--- config.mk ---
export PLATFORM = sky130hd
export DESIGN_NAME = signed_divider
export DESIGN_NICKNAME = d
export VERILOG_FILES = /design/src/rtl/signed_divider_pkg.sv /design/src/rtl/signed_divider_cond_negate.sv /design/src/rtl/signed_divider.sv
export SDC_FILE = /design/constraint.sdc
export NUM_CORES = 1
export LEC_CHECK = 0
export BUFFER_PORTS_ARGS = -buffer_cell sky130_fd_sc_hd__clkbuf_2
export CAP_MARGIN = 20
export CORE_ASPECT_RATIO = 0.8
export CORE_MARGIN = 5
export CORE_UTILIZATION = 63
export DETAILED_ROUTE_END_ITERATION = 10
export HOLD_SLACK_MARGIN = 0.1
export PLACE_DENSITY = 0.84
export SKIP_LAST_GASP = 1
export SYNTH_ARGS = -nofsm -noshare
export SYNTH_HDL_FRONTEND = slang
export SYNTH_HIERARCHICAL = 1
export SYNTH_SLANG_ARGS = --single-unit
export TNS_END_PERCENT = 20
--- constraint.sdc ---
create_clock -name clk_i -period 5.2 [get_ports clk_i]
set_clock_uncertainty 0.15 [all_clocks]
set_input_delay 0.52 -clock clk_i [delete_from_list [all_inputs] [get_ports clk_i]]
set_output_delay 0.52 -clock clk_i [all_outputs]
set_load 0.01 [all_outputs]
--- src/rtl/signed_divider_pkg.sv ---
// Shared types and sizing helpers for the multi-cycle signed divider.
// The divider top and its sub-module import this package.
package div_pkg;

  typedef enum logic [2:0] {
    IDLE,
    ABS,
    DIVIDE,
    FIX,
    FINISH
  } state_e;

  localparam int DEFAULT_WIDTH = 8;

  // Iteration counter width; a single-bit divider still needs a 1-bit counter.
  function automatic int cnt_width(input int w);
    return (w > 1) ? $clog2(w) : 1;
  endfunction

  localparam int CNT_W = cnt_width(DEFAULT_WIDTH);

endpackage

--- src/rtl/signed_divider_cond_negate.sv ---
// Conditional two's-complement negation: y = neg ? -x : x.
// Used both to take operand magnitudes and to re-apply result signs.
module cond_negate #(
  parameter int WIDTH = 8
) (
  input  logic [WIDTH-1:0] x_i,
  input  logic             neg_i,
  output logic [WIDTH-1:0] y_o
);

  assign y_o = neg_i ? (~x_i + WIDTH'(1)) : x_i;

endmodule

--- src/rtl/signed_divider.sv ---
// Multi-cycle signed restoring divider with start/done handshake.
// Operands become magnitudes, divide unsigned, then results take their signs back.
module signed_divider
  import div_pkg::*;
#(
  parameter int WIDTH = DEFAULT_WIDTH
) (
  input  logic             clk_i,
  input  logic             rst_ni,
  input  logic             start_i,
  input  logic [WIDTH-1:0] dividend_i,
  input  logic [WIDTH-1:0] divisor_i,
  output logic [WIDTH-1:0] quotient_o,
  output logic [WIDTH-1:0] remainder_o,
  output logic             busy_o,
  output logic             done_o,
  output logic             div_zero_o
);

  localparam int CntW = cnt_width(WIDTH);
  localparam logic [CntW-1:0] CntLast = CntW'(WIDTH - 1);

  state_e            state_q;
  logic [WIDTH-1:0]  dvd_q;       // dividend, then magnitude, then quotient bits
  logic [WIDTH-1:0]  dvs_q;
  logic [WIDTH-1:0]  rem_q;
  logic [CntW-1:0]   cnt_q;
  logic              sign_quo_q;
  logic              sign_rem_q;
  logic              zero_q;
  logic [WIDTH-1:0]  quotient_q;
  logic [WIDTH-1:0]  remainder_q;
  logic              busy_q;
  logic              done_q;
  logic              div_zero_q;

  logic              in_fix;
  logic [WIDTH-1:0]  neg_a;
  logic [WIDTH-1:0]  neg_b;
  logic [WIDTH:0]    shifted_rem;
  logic [WIDTH:0]    trial_diff;

  assign in_fix      = (state_q == FIX);
  assign shifted_rem = {rem_q, dvd_q[WIDTH-1]};
  assign trial_diff  = shifted_rem - {1'b0, dvs_q};

  // One negator per operand, shared between magnitude (ABS) and sign fix (FIX).
  cond_negate #(.WIDTH(WIDTH)) u_neg_a (
    .x_i   (dvd_q),
    .neg_i (in_fix ? sign_quo_q : dvd_q[WIDTH-1]),
    .y_o   (neg_a)
  );

  cond_negate #(.WIDTH(WIDTH)) u_neg_b (
    .x_i   (in_fix ? rem_q : dvs_q),
    .neg_i (in_fix ? sign_rem_q : dvs_q[WIDTH-1]),
    .y_o   (neg_b)
  );

  always_ff @(posedge clk_i or negedge rst_ni) begin
    if (!rst_ni) begin
      state_q     <= IDLE;
      dvd_q       <= '0;
      dvs_q       <= '0;
      rem_q       <= '0;
      cnt_q       <= '0;
      sign_quo_q  <= 1'b0;
      sign_rem_q  <= 1'b0;
      zero_q      <= 1'b0;
      quotient_q  <= '0;
      remainder_q <= '0;
      busy_q      <= 1'b0;
      done_q      <= 1'b0;
      div_zero_q  <= 1'b0;
    end else begin
      done_q <= 1'b0;
      unique case (state_q)
        // FINISH hands straight back to IDLE, so a START seen there is the
        // first START of the re-entered IDLE and keeps back-to-back at WIDTH+3.
        IDLE, FINISH: begin
          if (start_i) begin
            dvd_q      <= dividend_i;
            dvs_q      <= divisor_i;
            sign_quo_q <= dividend_i[WIDTH-1] ^ divisor_i[WIDTH-1];
            sign_rem_q <= dividend_i[WIDTH-1];
            busy_q     <= 1'b1;
            state_q    <= ABS;
          end else begin
            busy_q  <= 1'b0;
            state_q <= IDLE;
          end
        end
        ABS: begin
          if (dvs_q == '0) begin
            // Keep the original dividend; FIX commits the zero-divisor results.
            zero_q  <= 1'b1;
            state_q <= FIX;
          end else begin
            dvd_q   <= neg_a;
            dvs_q   <= neg_b;
            rem_q   <= '0;
            cnt_q   <= '0;
            zero_q  <= 1'b0;
            state_q <= DIVIDE;
          end
        end
        DIVIDE: begin
          if (!trial_diff[WIDTH]) begin
            rem_q <= trial_diff[WIDTH-1:0];
            dvd_q <= {dvd_q[WIDTH-2:0], 1'b1};
          end else begin
            rem_q <= shifted_rem[WIDTH-1:0];
            dvd_q <= {dvd_q[WIDTH-2:0], 1'b0};
          end
          if (cnt_q == CntLast) begin
            cnt_q   <= '0;
            state_q <= FIX;
          end else begin
            cnt_q <= cnt_q + CntW'(1);
          end
        end
        FIX: begin
          if (zero_q) begin
            quotient_q  <= '1;
            remainder_q <= dvd_q;
            div_zero_q  <= 1'b1;
          end else begin
            quotient_q  <= neg_a;
            remainder_q <= neg_b;
            div_zero_q  <= 1'b0;
          end
          done_q  <= 1'b1;
          state_q <= FINISH;
        end
        default: begin
          busy_q  <= 1'b0;
          state_q <= IDLE;
        end
      endcase
    end
  end

  assign quotient_o  = quotient_q;
  assign remainder_o = remainder_q;
  assign busy_o      = busy_q;
  assign done_o      = done_q;
  assign div_zero_o  = div_zero_q;

endmodule

==> summary.txt, run 1 <==
Max-slew violation count: 0
Final setup fails: 0
Starting density of the core: 64.6%
Vias in the first global route: 2,552
Largest family of logic cells by synthesized area: compound AO/OA/AOI/OAI gates
Synth Net Count: 389
Chip Width: 89.9 µm
Netlist cell types: 48
Final nets: 418
DR WL/cell: 16.8 µm
Sequential area share after synthesis: 40.5%
IO Port Bufs: 37
Via count: 2,721
Compound-Gate Fraction of Synth Area: 19.6%
Hold Vio Cnt, Final: 0
Maximum VDD drop: 0.475 mV
Avg Inst Size Synth: 9.01 µm²
Worst path required time: 5.28 ns
Period minus WS final: 3.44 ns
Pwr Density: 737 mW/mm²
Pleak: 1.64 nW
Synth Warn #: 6
Crit share post-route: 66.1%
H-tree depth: 2
RSZ-0062 raised after global routing: no
FF-to-FF End: dvd_q[4]
Remaining antenna violation count: 0
Crit path arrival time: 3.52 ns
Maximum clock path buffer count: 2
Post-Synth XOR/XNOR Area: 5.76%
EDFF count, synth: 0
Initial antenna violation count: 0
DRT Pass-1 Iters: 5
Finished Cell Area: 0.00352 mm²
Die Y: 73.9 µm
Detailed Place HPWL: 5430 µm
Status: complete, no violations
CTS tree: yes
Max Cap Violations: 0
Max FO, Critical Path: 32
Setup TNS Final: 0 ns
Core Region: 0.00498 mm²
Post-synthesis cell count: 357
Synthesis-to-finish area growth: 9.57%
Sequential Area: 0.00130 mm²
R2r startpoint: state_q[2]
CP Class: reg2reg
Clock sink count: 52
Reg clk slew, reported paths: 0.10 ns
Synth async-reset ratio: 100%
Worst Setup SP: state_q[2]
Area of the multi-input gates: 0.00176 mm²
Final-layout fill cell count: 367
DIE AREA: 0.00664 mm²
Total CTS buffers: 5
Tightest Pin Transition: 1.08 ns
Layout cells sized above 1: 17.6%
First-pass GRT wire length: 12,900 µm
Initial DRC count: 345
HP Class: in2async
Largest net degree at the start of global routing: 53
Adder-cell share of the synthesized area: 5.29%
Routability cong.: 0.861
Row count: 23
Worst-skew pair later-pin latency: 0.31 ns
Number of diodes: 0
R2R depth: 8
Ports: 38
Cell Area, Placed: 0.00341 mm²
Gr usage total: 24.2%
Global route overflow: 0
Post-Syn Area: 0.00322 mm²
Via density: 6.06
Fmax: 0.291 GHz
Post-Synth Simple-Gate Area: 17.9%
Post-synthesis mux area share: 5.91%
R2R Setup Slk: 1.76 ns
CTS Hold Bufs: 0
Setup Buffers After CTS: 0
Clock root cell: clkbuf_8
Post-route DRC violation count: 0
Worst slew margin: 27.1%
#FFs+latches synth: 52
CP Launch Type: flip-flop
Hold WS: 0.155 ns
Setup crit end kind: flip-flop
Worst Setup EP: dvd_q[4]
Wirelength, routed: 7560 µm
Main synth FF type: dfrtp_1
Post-CTS Resized: 0
## final cells by class
type                            instances  share of cell area (%)
Tap cell                               62                    2.20
Multi-Input combinational cell        268                    49.8
Sequential cell                        52                    36.9
Timing Repair Buffer                   40                    5.89
Clock inverter                          3                    1.21
Clock buffer                            5                    1.95
Inverter                               19                    2.02
## cell usage after synthesis, types with 2 or more instances
cell type / n / share of area (%)
a31oi_1: 7 / 1.4
a22o_1: 3 / 0.82
nor2b_1: 2 / 0.39
nand2_1: 74 / 8.6
nand2b_1: 8 / 1.6
xnor2_1: 15 / 4.1
dfrtp_1: 52 / 40
o21ai_0: 43 / 6.7
o311ai_1: 5 / 1.4
o31ai_4: 2 / 1.3
a21oi_1: 6 / 0.93
clkbuf_1: 8 / 0.93
nor4_1: 2 / 0.39
mux2i_1: 19 / 5.9
nor2_1: 14 / 1.6
o31ai_2: 2 / 0.78
nand3_1: 8 / 1.2
o21ai_1: 6 / 0.93
nor3_1: 3 / 0.47
buf_2: 6 / 0.93
xor2_1: 3 / 0.82
and3_1: 2 / 0.39
buf_4: 3 / 0.70
a22oi_1: 7 / 1.6
or3_4: 4 / 1.4
ha_1: 12 / 4.7
inv_1: 19 / 2.2
o211ai_1: 2 / 0.47
## cell usage in the layout (no fill, tap or decap), types with 2 or more instances in the layout
| cell type | instances |
|---|---|
| nor2_1 | 14 |
| a22o_1 | 3 |
| and3_1 | 2 |
| nor2b_1 | 2 |
| o211ai_1 | 2 |
| nor4_1 | 2 |
| dfrtp_1 | 52 |
| o21ai_1 | 6 |
| o311ai_1 | 5 |
| clkbuf_8 | 5 |
| a31oi_1 | 7 |
| o31ai_2 | 2 |
| xnor2_1 | 15 |
| inv_1 | 19 |
| ha_1 | 12 |
| mux2i_1 | 19 |
| nand3_1 | 8 |
| a21oi_1 | 6 |
| o31ai_4 | 2 |
| nor3_1 | 3 |
| o21ai_0 | 43 |
| clkbuf_2 | 37 |
| xor2_1 | 3 |
| or3_4 | 4 |
| a22oi_1 | 7 |
| nand2_1 | 74 |
| nand2b_1 | 8 |
| buf_4 | 3 |
## through the flow
step	power (mW)	worst slack, ns	instances	util (%)
CTS	2.58	1.83	449	70.8
global route	2.83	1.44	449	70.8
floorplan	1.94	2.68	357	-
finish	2.60	1.76	449	70.8
detailed placement	2.29	1.84	441	68.6
global placement	2.22	2.15	441	68.6
## kinds of logic after synthesis
family	count (synthesis)
XOR/XNOR	19
AND/OR/NAND/NOR	124
flip-flops	52
buffers and inverters	37
AO/OA/AOI/OAI	93
multiplexers	19
adder cells (fa/ha/maj)	13
## report_power, final
| group | switching, mW | internal, mW | total, mW | leakage, nW |
|---|---|---|---|---|
| combinational | 0.896 | 0.628 | 1.52 | 0.939 |
| clock | 0.138 | 0.143 | 0.280 | 0.0541 |
| sequential | 0.203 | 0.591 | 0.793 | 0.646 |
| total | 1.24 | 1.36 | 2.60 | 1.64 |
## registers in the layout, indices dropped and copies added (netlist names)
register / cells
sign_rem_q: 1
state_q: 3
rem_q: 8
quotient_o: 8
sign_quo_q: 1
dvs_q: 8
zero_q: 1
remainder_o: 8
div_zero_o: 1
busy_o: 1
cnt_q: 3
done_o: 1
dvd_q: 8
## critical path, cell delays in order, from the launching register on
cell      delay (ns)
dfrtp_1         0.51
nand3b_1        0.15
buf_4           0.30
inv_1           0.37
o21ai_0         0.94
o21ai_0         0.32
xnor2_1         0.28
a22oi_1         0.12
a31oi_1         0.22
## how the worst min path moves through the flow
stage                        from              to  slack, ns  cells after the start
floorplan                  rst_ni          busy_o       0.07                      0
global placement    quotient_o[6]   quotient_o[6]       0.30                      2
detailed placement  quotient_o[6]   quotient_o[6]       0.31                      2
CTS                        rst_ni        dvs_q[3]       0.19                      2
global route               rst_ni  remainder_o[6]       0.22                      2
finish                     rst_ni        dvs_q[3]       0.16                      2
## per-layer routing
metal / track usage (%) / wire length (µm) / share of wire, % / vias up
met2: 35.3 / 3310 / 44 / 122
met5: 0 / 0 / 0 / -
met1: 36.3 / 3620 / 48 / 1290
met4: 7.77 / 119 / 1.6 / 0
li1: - / - / - / 1297
met3: 5.22 / 517 / 6.8 / 12
No activity file was read; power rests on OpenSTA's default activity.
==> inputs of run 2 (changes only) <==
Settings changed: ABC_AREA from default to 1, CORE_UTILIZATION 63 to 59, PLACE_DENSITY 0.84 to 0.79.
Clock period 5.2 ns to 3.4 ns, I/O delays scaled along.
==> run 2 against run 1 <==
Maximum frequency grew 28%. Via count grew 18%. Worst hold slack lost 0.017 ns. Flip-flop and latch count is the same. Power grew 62%. Sequential share of layout area shrank 1.8 points. Sequential power grew 44%. Final area grew 5.0%. Critical path type unchanged. Critical endpoint is now dvs_q[6].
==> summary.txt, run 2 <==
Worst-skew pair later-pin latency: 0.31 ns (about the same)
R2r startpoint: state_q[1]
Switching power: 2.21 mW (+79%)
Global route overflow: 0 (unchanged)
Wirelength, routed: 8270 µm (+9.4%)
DIE AREA: 0.00743 mm² (+12%)
Worst hold stages: 3
Most common cell after layout, fill and taps aside: nand2_1
Period minus WS final: 2.68 ns (-0.758 ns)
Hold WS: 0.138 ns (-0.0170 ns)
Slowest stage cell, crit path: dfrtp_1
Total CTS buffers: 5 (unchanged)
R2R Setup Slk: 0.72 ns (-1.04 ns)
DRT Pass-1 Iters: 5 (unchanged)
Worst path required time: 3.49 ns (-1.79 ns)
Tot Pwr: 4.22 mW (+62%)
DR WL/cell: 13.9 µm (-17%)
Synth Net Count: 517 (+33%)
Hold Vio Cnt, Final: 0 (unchanged)
Max FO, Critical Path: 21 (-34%)
R2R depth: 16 (+8)
Chip Width: 95.1 µm (+5.8%)
Top-count cell post-synth: nand2_1
Layout cells sized above 1: 13.8% (-3.8 points)
H-tree depth: 2 (unchanged)
Switching share of power: 52.4% (+4.8 points)
Fmax: 0.373 GHz (+28%)
Most frequent cells in the layout: 170 x nand2_1, 56 x inv_1, 52 x dfrtp_1
CP Launch Type: flip-flop
Synth Warn #: 6 (unchanged)
Pwr Density: 1140 mW/mm² (+55%)
Routability cong.: 0.920 (+6.8%)
Tightest Pin Transition: 0.955 ns (-0.127 ns)
Main synth FF type: dfrtp_1
HP Class: in2reg
Maximum clock path buffer count: 2 (unchanged)
Reg clk slew, reported paths: 0.10 ns (about the same)
Synth async-reset ratio: 100% (unchanged)
Placed insts: 584 (+32%)
Remaining antenna violation count: 0 (unchanged)
Sequential Area: 0.00130 mm² (unchanged)
Setup TNS Final: 0 ns (unchanged)
Row count: 24 (+4.3%)
RSZ-0062 raised after global routing: no
First-pass GRT wire length: 14,000 µm (+8.5%)
Post-route DRC violation count: 0 (unchanged)
Crit share post-route: 78.8% (+13 points)
Via count: 3,218 (+18%)
Starting density of the core: 61.9% (-2.7 points)
FF-to-FF End: dvs_q[6]
CTS tree: yes
CP dominant cell by count: inv_1
IO Port Bufs: 37 (unchanged)
CTS Hold Bufs: 1 (+1)
Post-Syn Area: 0.00342 mm² (+6.3%)
Via density: 5.42 (-11%)
Area of the multi-input gates: 0.00176 mm² (+0.14%)
Final nets: 547 (+31%)
Pint: 2.01 mW (+48%)
Max-slew violation count: 0 (unchanged)
Maximum VDD drop: 0.556 mV (+17%)
Part of the power in combinational logic: 64.1% (+5.4 points)
Sequential area share after synthesis: 38.1% (-2.4 points)
Final non-filler cell total: 594 (+32%)
Synth area leader: dfrtp_1
Cell chain of the critical path: inv_1 -> nor2_1 -> inv_1 -> nor2_2 -> buf_4 -> nand2_1 -> o21ai_0 -> inv_1 -> ha_1 -> nand3_1 -> nand3b_1 -> nand2_1 -> inv_1 -> o21ai_0 -> nand2_1 -> o21ai_1
Post-synthesis cell count: 485 (+36%)
Final-layout fill cell count: 514 (+40%)
Pleak: 1.99 nW (+22%)
Status: complete, no violations
Clock root cell: clkbuf_8
Ports: 38 (unchanged)
Largest net degree at the start of global routing: 39 (-26%)
Vias in the first global route: 3,016 (+18%)
Family with the most delay on the worst path: simple AND/OR/NAND/NOR gates
Synthesis-to-finish area growth: 8.27%
Post-synth top area share: 38.1% (-2.4 points)
Netlist cell types: 29 (-40%)
Hold path start: dividend_i[7]
Crit-path max cell delay: 0.36 ns (-0.58 ns)
Gr usage total: 23.4% (-0.82 points)
Max Cap Violations: 0 (unchanged)
Core Region: 0.00553 mm² (+11%)
Die Y: 78.1 µm (+5.7%)
Setup Buffers After CTS: 0 (unchanged)
Initial DRC count: 309 (-10%)
Avg Inst Size Synth: 7.05 µm² (-22%)
Detailed Place HPWL: 6300 µm (+16%)
#FFs+latches synth: 52 (unchanged)
Post-synth top cells: 170 x nand2_1, 56 x inv_1, 52 x dfrtp_1
Worst Hold Endpoint: sign_rem_q
Number of diodes: 0 (unchanged)
Clock share of power: 9.0% (-1.8 points)
Initial antenna violation count: 0 (unchanged)
Clock sink count: 52 (unchanged)
Final setup fails: 0 (unchanged)
Synth area leaders: dfrtp_1 38%, nand2_1 19%, inv_1 6.1%
Seq pwr share: 26.9% (-3.7 points)
Post-CTS Resized: 0 (unchanged)
EDFF count, synth: 0 (unchanged)
Crit path buf inv count: 5 (+3)
CP Class: reg2reg
Setup crit end kind: flip-flop
Worst slew margin: 36.3% (+9.2 points)
Crit path arrival time: 2.77 ns (-0.75 ns)
[run 2: worst max-delay path by stage]
stage | start | end | slack, ns | depth (start not counted)
5_1_grt | state_q[1] | dvs_q[6] | 0.40 | 16
3_3_place_gp | state_q[2] | dvs_q[6] | 0.83 | 15
6_report | state_q[1] | dvs_q[6] | 0.72 | 16
2_1_floorplan | state_q[2] | remainder_o[2] | 1.18 | 15
3_5_place_dp | state_q[1] | dvs_q[6] | 0.78 | 16
4_1_cts | state_q[1] | dvs_q[6] | 0.75 | 16
[run 2: layout make-up]
type                    instances  area share [%]
clock buffers                   7            2.33
repair buffers                 42            6.02
inverters                      61            6.18
clock inverters                 1           0.203
well taps                      78            2.64
flip-flops and latches         52            35.1
multi-input cells             353            47.5
[run 2: kinds of logic (layout without fill, tap and decap cells)]
family,count (synthesis),in the layout,share of synthesized area (%)
buffers and inverters,80,111,10.6
DFF,52,52,38.1
AOI/OAI and AO/OA,70,70,10.7
adders and majority gates,13,13,4.98
xor gates and xnor gates,10,10,2.56
and+or+nand+nor,260,260,33.1
[run 2: layer usage]
metal  vias up  track usage (%)  share of wire, %  wire length, µm
li1       1588                -                 -                -
met3        10             5.07               9.6              796
met1      1472             34.6                46             3800
met2       148             34.7                43             3570
met4         0             6.20               1.3              104
met5         -                0                 0                0
[run 2: worst register-to-register path, delay by kind of cell, from the launching register on]
family	cells	cell delay (ns)
compound gates	3	0.43
fa+ha+maj	1	0.23
buf+inv	5	0.63
flops	1	0.36
simple gates	7	0.82
[run 2: power by group through the flow]
stage	Clock (mW)	Combinational (mW)	Sequential [mW]
6_report	0.379	2.71	1.14
5_1_grt	0.413	3.07	1.17
3_5_place_dp	0	2.66	1.14
3_3_place_gp	0	2.58	1.13
4_1_cts	0.390	2.67	1.13
2_1_floorplan	0	2.14	1.11
[run 2: metrics by stage]
step                      setup slack, ns  instance area (µm²)  utilization [%]
after global routing                0.404                 3700             67.0
after floorplan                      1.18                 3420                -
after detailed placement            0.777                 3590             65.0
after global placement              0.826                 3590             65.0
after CTS                           0.751                 3700             66.9
final                               0.721                 3700             67.0
